## src/rtl/voice_allocator_pkg.sv

```systemverilog
// Shared types for the polyphonic voice allocator.
// VOICE_STEAL_EN selects round-robin stealing when every voice is busy.
package voice_allocator_pkg;

  localparam int DEF_NUM_VOICES = 32;
  localparam int DEF_STEAL_GAP  = 256;

  typedef logic [6:0] NoteNumber_t;
  typedef logic [4:0] VoiceID_t;

  typedef enum logic [2:0] {
    IDLE,
    SCAN,
    WRITE,
    STEAL_CLR,
    STEAL_WAIT,
    STEAL_SET
  } AllocState_t;

  function automatic logic [3:0] lane_strobe(VoiceID_t v);
    return 4'b0001 << v[4:3];
  endfunction

endpackage

```

## src/rtl/voice_note_table.sv

```systemverilog
// Per-voice active bit and note number storage.
// One scan read port, one write port; active_o shows the pending write.
import voice_allocator_pkg::*;

module voice_note_table #(
  parameter int NUM_VOICES = DEF_NUM_VOICES
) (
  input  logic                  clk_i,
  input  logic                  rst_i,
  input  VoiceID_t              rd_idx_i,
  output logic                  rd_active_o,
  output NoteNumber_t           rd_note_o,
  input  logic                  we_i,
  input  VoiceID_t              wr_idx_i,
  input  logic                  wr_active_i,
  input  logic                  wr_note_we_i,
  input  NoteNumber_t           wr_note_i,
  output logic [NUM_VOICES-1:0] active_o
);

  logic [NUM_VOICES-1:0] active_q;
  logic [NUM_VOICES-1:0] active_d;
  NoteNumber_t           note_q [NUM_VOICES];

  always_comb begin
    active_d = active_q;
    if (we_i) begin
      active_d[wr_idx_i] = wr_active_i;
    end
  end

  always_ff @(posedge clk_i or posedge rst_i) begin
    if (rst_i) begin
      active_q <= '0;
      for (int i = 0; i < NUM_VOICES; i++) begin
        note_q[i] <= '0;
      end
    end else begin
      active_q <= active_d;
      if (we_i && wr_note_we_i) begin
        note_q[wr_idx_i] <= wr_note_i;
      end
    end
  end

  assign rd_active_o = active_q[rd_idx_i];
  assign rd_note_o   = note_q[rd_idx_i];
  // Bypass so the vector changes in the same cycle as the strobe.
  assign active_o    = active_d;

endmodule

```

## src/rtl/voice_allocator.sv

```systemverilog
// Note-event voice allocator: full-length scan, then one table write.
// Build with VOICE_STEAL_EN to steal round-robin instead of dropping.
import voice_allocator_pkg::*;

module voice_allocator #(
  parameter int NUM_VOICES = DEF_NUM_VOICES,
  parameter int STEAL_GAP  = DEF_STEAL_GAP
) (
  input  logic                  i_Clock,
  input  logic                  i_Reset,
  input  logic                  i_EventValid,
  output logic                  o_EventReady,
  input  logic                  i_EventNoteOn,
  input  logic [6:0]            i_EventNote,
  output logic [3:0]            o_NoteOnConfigWriteEnable,
  output logic [7:0]            o_ConfigWriteData,
  output logic [NUM_VOICES-1:0] o_VoiceActive,
  output logic                  o_AllocValid,
  output logic [4:0]            o_AllocVoice,
  output logic                  o_Dropped
);

  AllocState_t state_q, state_d;
  VoiceID_t    scan_q, scan_d;
  logic        ev_on_q, ev_on_d;
  NoteNumber_t ev_note_q, ev_note_d;
  logic        hit_found_q, hit_found_d;
  VoiceID_t    hit_q, hit_d;
  logic        free_found_q, free_found_d;
  VoiceID_t    free_q, free_d;

`ifdef VOICE_STEAL_EN
  localparam int GW = $clog2(STEAL_GAP + 1);
  logic [GW-1:0] gap_q, gap_d;
  VoiceID_t      steal_q, steal_d;
`endif

  logic        rd_active;
  NoteNumber_t rd_note;
  logic        tbl_we;
  VoiceID_t    tbl_idx;
  logic        tbl_act;
  logic        tbl_note_we;
  logic [31:0] act_pad;

  voice_note_table #(
    .NUM_VOICES(NUM_VOICES)
  ) u_table (
    .clk_i       (i_Clock),
    .rst_i       (i_Reset),
    .rd_idx_i    (scan_q),
    .rd_active_o (rd_active),
    .rd_note_o   (rd_note),
    .we_i        (tbl_we),
    .wr_idx_i    (tbl_idx),
    .wr_active_i (tbl_act),
    .wr_note_we_i(tbl_note_we),
    .wr_note_i   (ev_note_q),
    .active_o    (o_VoiceActive)
  );

  always_ff @(posedge i_Clock or posedge i_Reset) begin
    if (i_Reset) begin
      state_q      <= IDLE;
      scan_q       <= '0;
      ev_on_q      <= 1'b0;
      ev_note_q    <= '0;
      hit_found_q  <= 1'b0;
      hit_q        <= '0;
      free_found_q <= 1'b0;
      free_q       <= '0;
`ifdef VOICE_STEAL_EN
      gap_q        <= '0;
      steal_q      <= '0;
`endif
    end else begin
      state_q      <= state_d;
      scan_q       <= scan_d;
      ev_on_q      <= ev_on_d;
      ev_note_q    <= ev_note_d;
      hit_found_q  <= hit_found_d;
      hit_q        <= hit_d;
      free_found_q <= free_found_d;
      free_q       <= free_d;
`ifdef VOICE_STEAL_EN
      gap_q        <= gap_d;
      steal_q      <= steal_d;
`endif
    end
  end

  always_comb begin
    state_d      = state_q;
    scan_d       = scan_q;
    ev_on_d      = ev_on_q;
    ev_note_d    = ev_note_q;
    hit_found_d  = hit_found_q;
    hit_d        = hit_q;
    free_found_d = free_found_q;
    free_d       = free_q;
`ifdef VOICE_STEAL_EN
    gap_d        = gap_q;
    steal_d      = steal_q;
`endif
    tbl_we       = 1'b0;
    tbl_idx      = '0;
    tbl_act      = 1'b0;
    tbl_note_we  = 1'b0;
    o_AllocValid = 1'b0;
    o_AllocVoice = '0;
    o_Dropped    = 1'b0;
    unique case (state_q)
      IDLE: begin
        if (i_EventValid) begin
          ev_on_d      = i_EventNoteOn;
          ev_note_d    = i_EventNote;
          hit_found_d  = 1'b0;
          free_found_d = 1'b0;
          scan_d       = '0;
          state_d      = SCAN;
        end
      end
      SCAN: begin
        // Lowest index wins, so only the first hit of each kind is kept.
        if (rd_active && rd_note == ev_note_q && !hit_found_q) begin
          hit_found_d = 1'b1;
          hit_d       = scan_q;
        end
        if (!rd_active && !free_found_q) begin
          free_found_d = 1'b1;
          free_d       = scan_q;
        end
        if (scan_q == VoiceID_t'(NUM_VOICES - 1)) begin
          state_d = WRITE;
        end else begin
          scan_d = scan_q + 5'd1;
        end
      end
      WRITE: begin
        state_d = IDLE;
        if (ev_on_q) begin
          if (hit_found_q) begin
            state_d = IDLE;
          end else if (free_found_q) begin
            tbl_we       = 1'b1;
            tbl_idx      = free_q;
            tbl_act      = 1'b1;
            tbl_note_we  = 1'b1;
            o_AllocValid = 1'b1;
            o_AllocVoice = free_q;
          end else begin
`ifdef VOICE_STEAL_EN
            state_d = STEAL_CLR;
`else
            o_Dropped = 1'b1;
`endif
          end
        end else if (hit_found_q) begin
          tbl_we  = 1'b1;
          tbl_idx = hit_q;
        end
      end
`ifdef VOICE_STEAL_EN
      STEAL_CLR: begin
        tbl_we  = 1'b1;
        tbl_idx = steal_q;
        gap_d   = '0;
        state_d = STEAL_WAIT;
      end
      STEAL_WAIT: begin
        // Gives the envelope stage time to see the release.
        if (gap_q == GW'(STEAL_GAP - 1)) begin
          state_d = STEAL_SET;
        end else begin
          gap_d = gap_q + 1'b1;
        end
      end
      STEAL_SET: begin
        tbl_we       = 1'b1;
        tbl_idx      = steal_q;
        tbl_act      = 1'b1;
        tbl_note_we  = 1'b1;
        o_AllocValid = 1'b1;
        o_AllocVoice = steal_q;
        if (steal_q == VoiceID_t'(NUM_VOICES - 1)) begin
          steal_d = '0;
        end else begin
          steal_d = steal_q + 5'd1;
        end
        state_d = IDLE;
      end
`endif
      default: begin
        state_d = IDLE;
      end
    endcase
  end

  always_comb begin
    act_pad = '0;
    act_pad[NUM_VOICES-1:0] = o_VoiceActive;
  end

  assign o_EventReady = (state_q == IDLE) && !i_Reset;
  assign o_NoteOnConfigWriteEnable = tbl_we ? lane_strobe(tbl_idx) : 4'b0000;
  assign o_ConfigWriteData = tbl_we ? act_pad[{tbl_idx[4:3], 3'b000} +: 8] : 8'h00;

endmodule

```

## config.mk

```make
export PLATFORM = sky130hd
export DESIGN_NAME = voice_allocator
export DESIGN_NICKNAME = d
export VERILOG_FILES = /design/src/rtl/voice_allocator_pkg.sv /design/src/rtl/voice_note_table.sv /design/src/rtl/voice_allocator.sv
export SDC_FILE = /design/constraint.sdc
export NUM_CORES = 1
export LEC_CHECK = 0
export CORE_UTILIZATION = 60
export DETAILED_ROUTE_END_ITERATION = 16
export PLACE_DENSITY = 0.79
export SLEW_MARGIN = 20
export SYNTH_ARGS = -nofsm -noshare
export SYNTH_HDL_FRONTEND = slang
export SYNTH_SLANG_ARGS = --single-unit
```

## constraint.sdc

```tcl
create_clock -name i_Clock -period 14.4 [get_ports i_Clock]
set_input_delay 3.6 -clock i_Clock [delete_from_list [all_inputs] [get_ports i_Clock]]
set_output_delay 3.6 -clock i_Clock [all_outputs]
set_load 0.005 [all_outputs]
```

==> flow_summary.json <==
{
  "r2r_slack_ns": 9.98,
  "synth_simple_gate_area_share_pct": 6.68,
  "yosys.area.top_type": "dfrtp_1",
  "synth-async-reset-ratio_pct": 100,
  "core_area_um2": 22100,
  "fill_cells": 1540,
  "placed_area_um2": 14400,
  "synth_compound_area_share_pct": 6.19,
  "fin_crit_ns": 8.45,
  "firstDrtPassIters": 5,
  "max_stage_delay_ns": 0.54,
  "cp-start-kind": "primary input",
  "min_to": "u_table.note_q[81]",
  "crit_top_cell": "clkdlybuf4s50_1",
  "drcViolationCount": 0,
  "drive_gt1_share_pct": 32.1,
  "max_freq_ghz": 0.118,
  "die-height_um": 153,
  "diodes": 0,
  "ant_nets": 0,
  "slowest_stage": "clkdlybuf4s50_1",
  "final_common_cell": "dfrtp_1",
  "finalSetupViolCount": 0,
  "worst_pin_slew_ns": 0.997,
  "die_area_um2": 23400,
  "finalHoldViolations": 0,
  "cts_max_path_buffers": 3,
  "r2r_start": "scan_q[0]",
  "synth-seq-cells": 283,
  "vias_per_cell": 6.54,
  "grt.total_usage_pct": 30.0,
  "synth_edf_count": 0,
  "post_cts_buffers": 0,
  "die_w_um": 153,
  "synth_top_cell_area_share_pct": 51.9,
  "io_pins": 63,
  "fin_area_um2": 15400,
  "grt_start_max_net_pins": 112,
  "grt_first_pass_wirelength_mm": 53.7,
  "multiInputGateArea_um2": 6140,
  "grtUsageMet1_pct": 41.2,
  "clock-root-buffer": "clkbuf_16",
  "grt_use_met3_pct": 4.85,
  "antenna_found_initial": 0,
  "tns_ns": 0,
  "synth_xor_area_share_pct": 0.513,
  "fin_cells": 1375,
  "worstPathRequired_ns": 10.80,
  "post_drt_wl_per_cell_um": 24.6,
  "mostFrequentLayoutCells": "dfrtp_1, mux2_2, mux2i_1, nand2_1, clkdlybuf4s50_1",
  "synth_nets": 1045,
  "synth_fa_ha_area_share_pct": 0.183,
  "synth_area_um2": 13700,
  "outcome": "complete, no violations",
  "vias": 8996,
  "top_usage_layer": "met2",
  "min-delay-start": "u_table.note_q[81]",
  "drt-total-wl_mm": 33.8,
  "grt-ovfl-total": 0,
  "fin_hold_ws_ns": 0.498,
  "rows": 54,
  "worstHoldPathCells": 1,
  "critPathBufInv": 2,
  "path_cells": "clkdlybuf4s50_1 > nor3_1 > clkdlybuf4s50_1",
  "cts_resized": 0,
  "p_leak_nw": 7.45,
  "cts_buffers": 29,
  "fin_crit_sh_pct": 58.7,
  "synth-main-ff-cell": "dfrtp_1",
  "synthToLayoutAreaGrowth_pct": 12.6,
  "gp_congestion": 0.909,
  "end_kind": "primary output",
  "cts_max_level": 1,
  "finalMaxSlewViolations": 0,
  "drt-initial-drc-count": 698,
  "ys_seq_area_share_pct": 51.9,
  "synth_top_family_by_area": "multiplexers",
  "ctsHoldBuffers": 0,
  "crit_family": "buffers and inverters",
  "grt_pass1_vias": 9304,
  "skew_ns": 0.0103,
  "hpwlAfterDp_mm": 22.0,
  "max-vdd-ir-drop_uv": 165,
  "critical_path.max_fanout": 2,
  "clkTransAtPathRegs_ns": 0.06,
  "reg2reg_depth": 9,
  "p_per_area_nw_per_um2": 150,
  "layout.area.seq_um2": 7090,
  "fin_util_pct": 69.6,
  "worstPathArrival_ns": 4.85,
  "synth_cells": 1032,
  "r2r_end": "hit_q[1]",
  "final_nets": 1087,
  "grt_use_met2_pct": 49.5,
  "yosysUniqueCellTypes": 61,
  "hold_path.class": "reg -> reg",
  "start_util_pct": 61.8,
  "portBuffers": 62,
  "maxSlewHeadroom_pct": 33.5,
  "yosysWarnings": 0,
  "drv_cap": 0,
  "syn_avg_cell_area_um2": 13.2,
  "ys_top_cells_by_area": "dfrtp_1, mux2_2, mux2i_1, mux4_2, o21ai_0",
  "critPathKind": "in -> out",
  "synth_mux_area_share_pct": 31.3,
  "rsz0062_at_grt": "no",
  "worstSkewPairLatency_ns": 0.54,
  "post-place-cells": 1323,
  "cts_sinks": 283,
  "cts_tree": "yes"
}
layer usage:
metal / wire length, um / vias up
met1: 14300 / 4650
li1: - / 3875
met3: 2300 / 76
met2: 16200 / 395
met4: 960 / 0
met5: 0 / -
sequential cells by signal (all words and copies together) (netlist names):
name and count:
hit_q 5, free_q 5, ev_on_q 1, u_table.note_q 224
u_table.active_q 32, free_found_q 1, state_q 2, scan_q 5
ev_note_q 7, hit_found_q 1
synth_stat cells, drive strengths merged, types with 13 or more instances:
cell type    n
nor3        13
nand3       25
dfrtp      283
nor2        32
a21oi       16
a22oi       19
mux4        35
buf         31
mux2       243
o21ai       59
nand2       64
clkbuf      36
mux2i       72
worst max-delay path by stage:
stage               startpoint           end  depth (start not counted)
CTS                    i_Reset  o_EventReady                          3
detailed placement     i_Reset  o_EventReady                          3
floorplan              i_Reset  ev_note_q[0]                          1
global placement       i_Reset  o_EventReady                          3
global route           i_Reset  o_EventReady                          3
finish                 i_Reset  o_EventReady                          3
power by group:
part	switching, mW	leakage [nW]	internal [mW]	total, mW
Combinational	0.368	3.04	0.222	0.590
Clock	0.299	0.501	0.480	0.779
Sequential	0.100	3.91	0.831	0.931
Total	0.767	7.45	1.53	2.30
cells by family after synthesis:
family / count (synthesis)
muxes: 350
DFF: 283
xor gates and xnor gates: 8
buffers and inverters: 77
and+or+nand+nor: 182
AOI/OAI and AO/OA: 130
adders and majority gates: 2
worst reg2reg max path: stages (launching register included):
cell and delay, ns:
dfrtp_4 0.96, buf_4 0.94, mux4_2 0.63, a22o_1 0.25, a221oi_2 0.21, xor2_1 0.21, o2bb2ai_1 0.12, a2111oi_4 0.38
nand4_4 0.24, mux2_1 0.38
per-stage QoR:
step / setup WS, ns / power (mW)
after global placement: 5.96 / 1.51
after floorplan: 2.99 / 1.38
after detailed placement: 5.94 / 1.52
after global routing: 5.86 / 2.39
after CTS: 5.93 / 2.30
final: 5.95 / 2.30
final cells by class:
class                      instances  area share, %
inverter                          10          0.293
tap                              280           2.28
clock inverter                    10          0.977
timing repair buffer              78           4.82
multi-input combinational        672           40.0
sequential                       283           46.1
clock buffer                      42           5.56
Power figures use the tool's default switching activity.
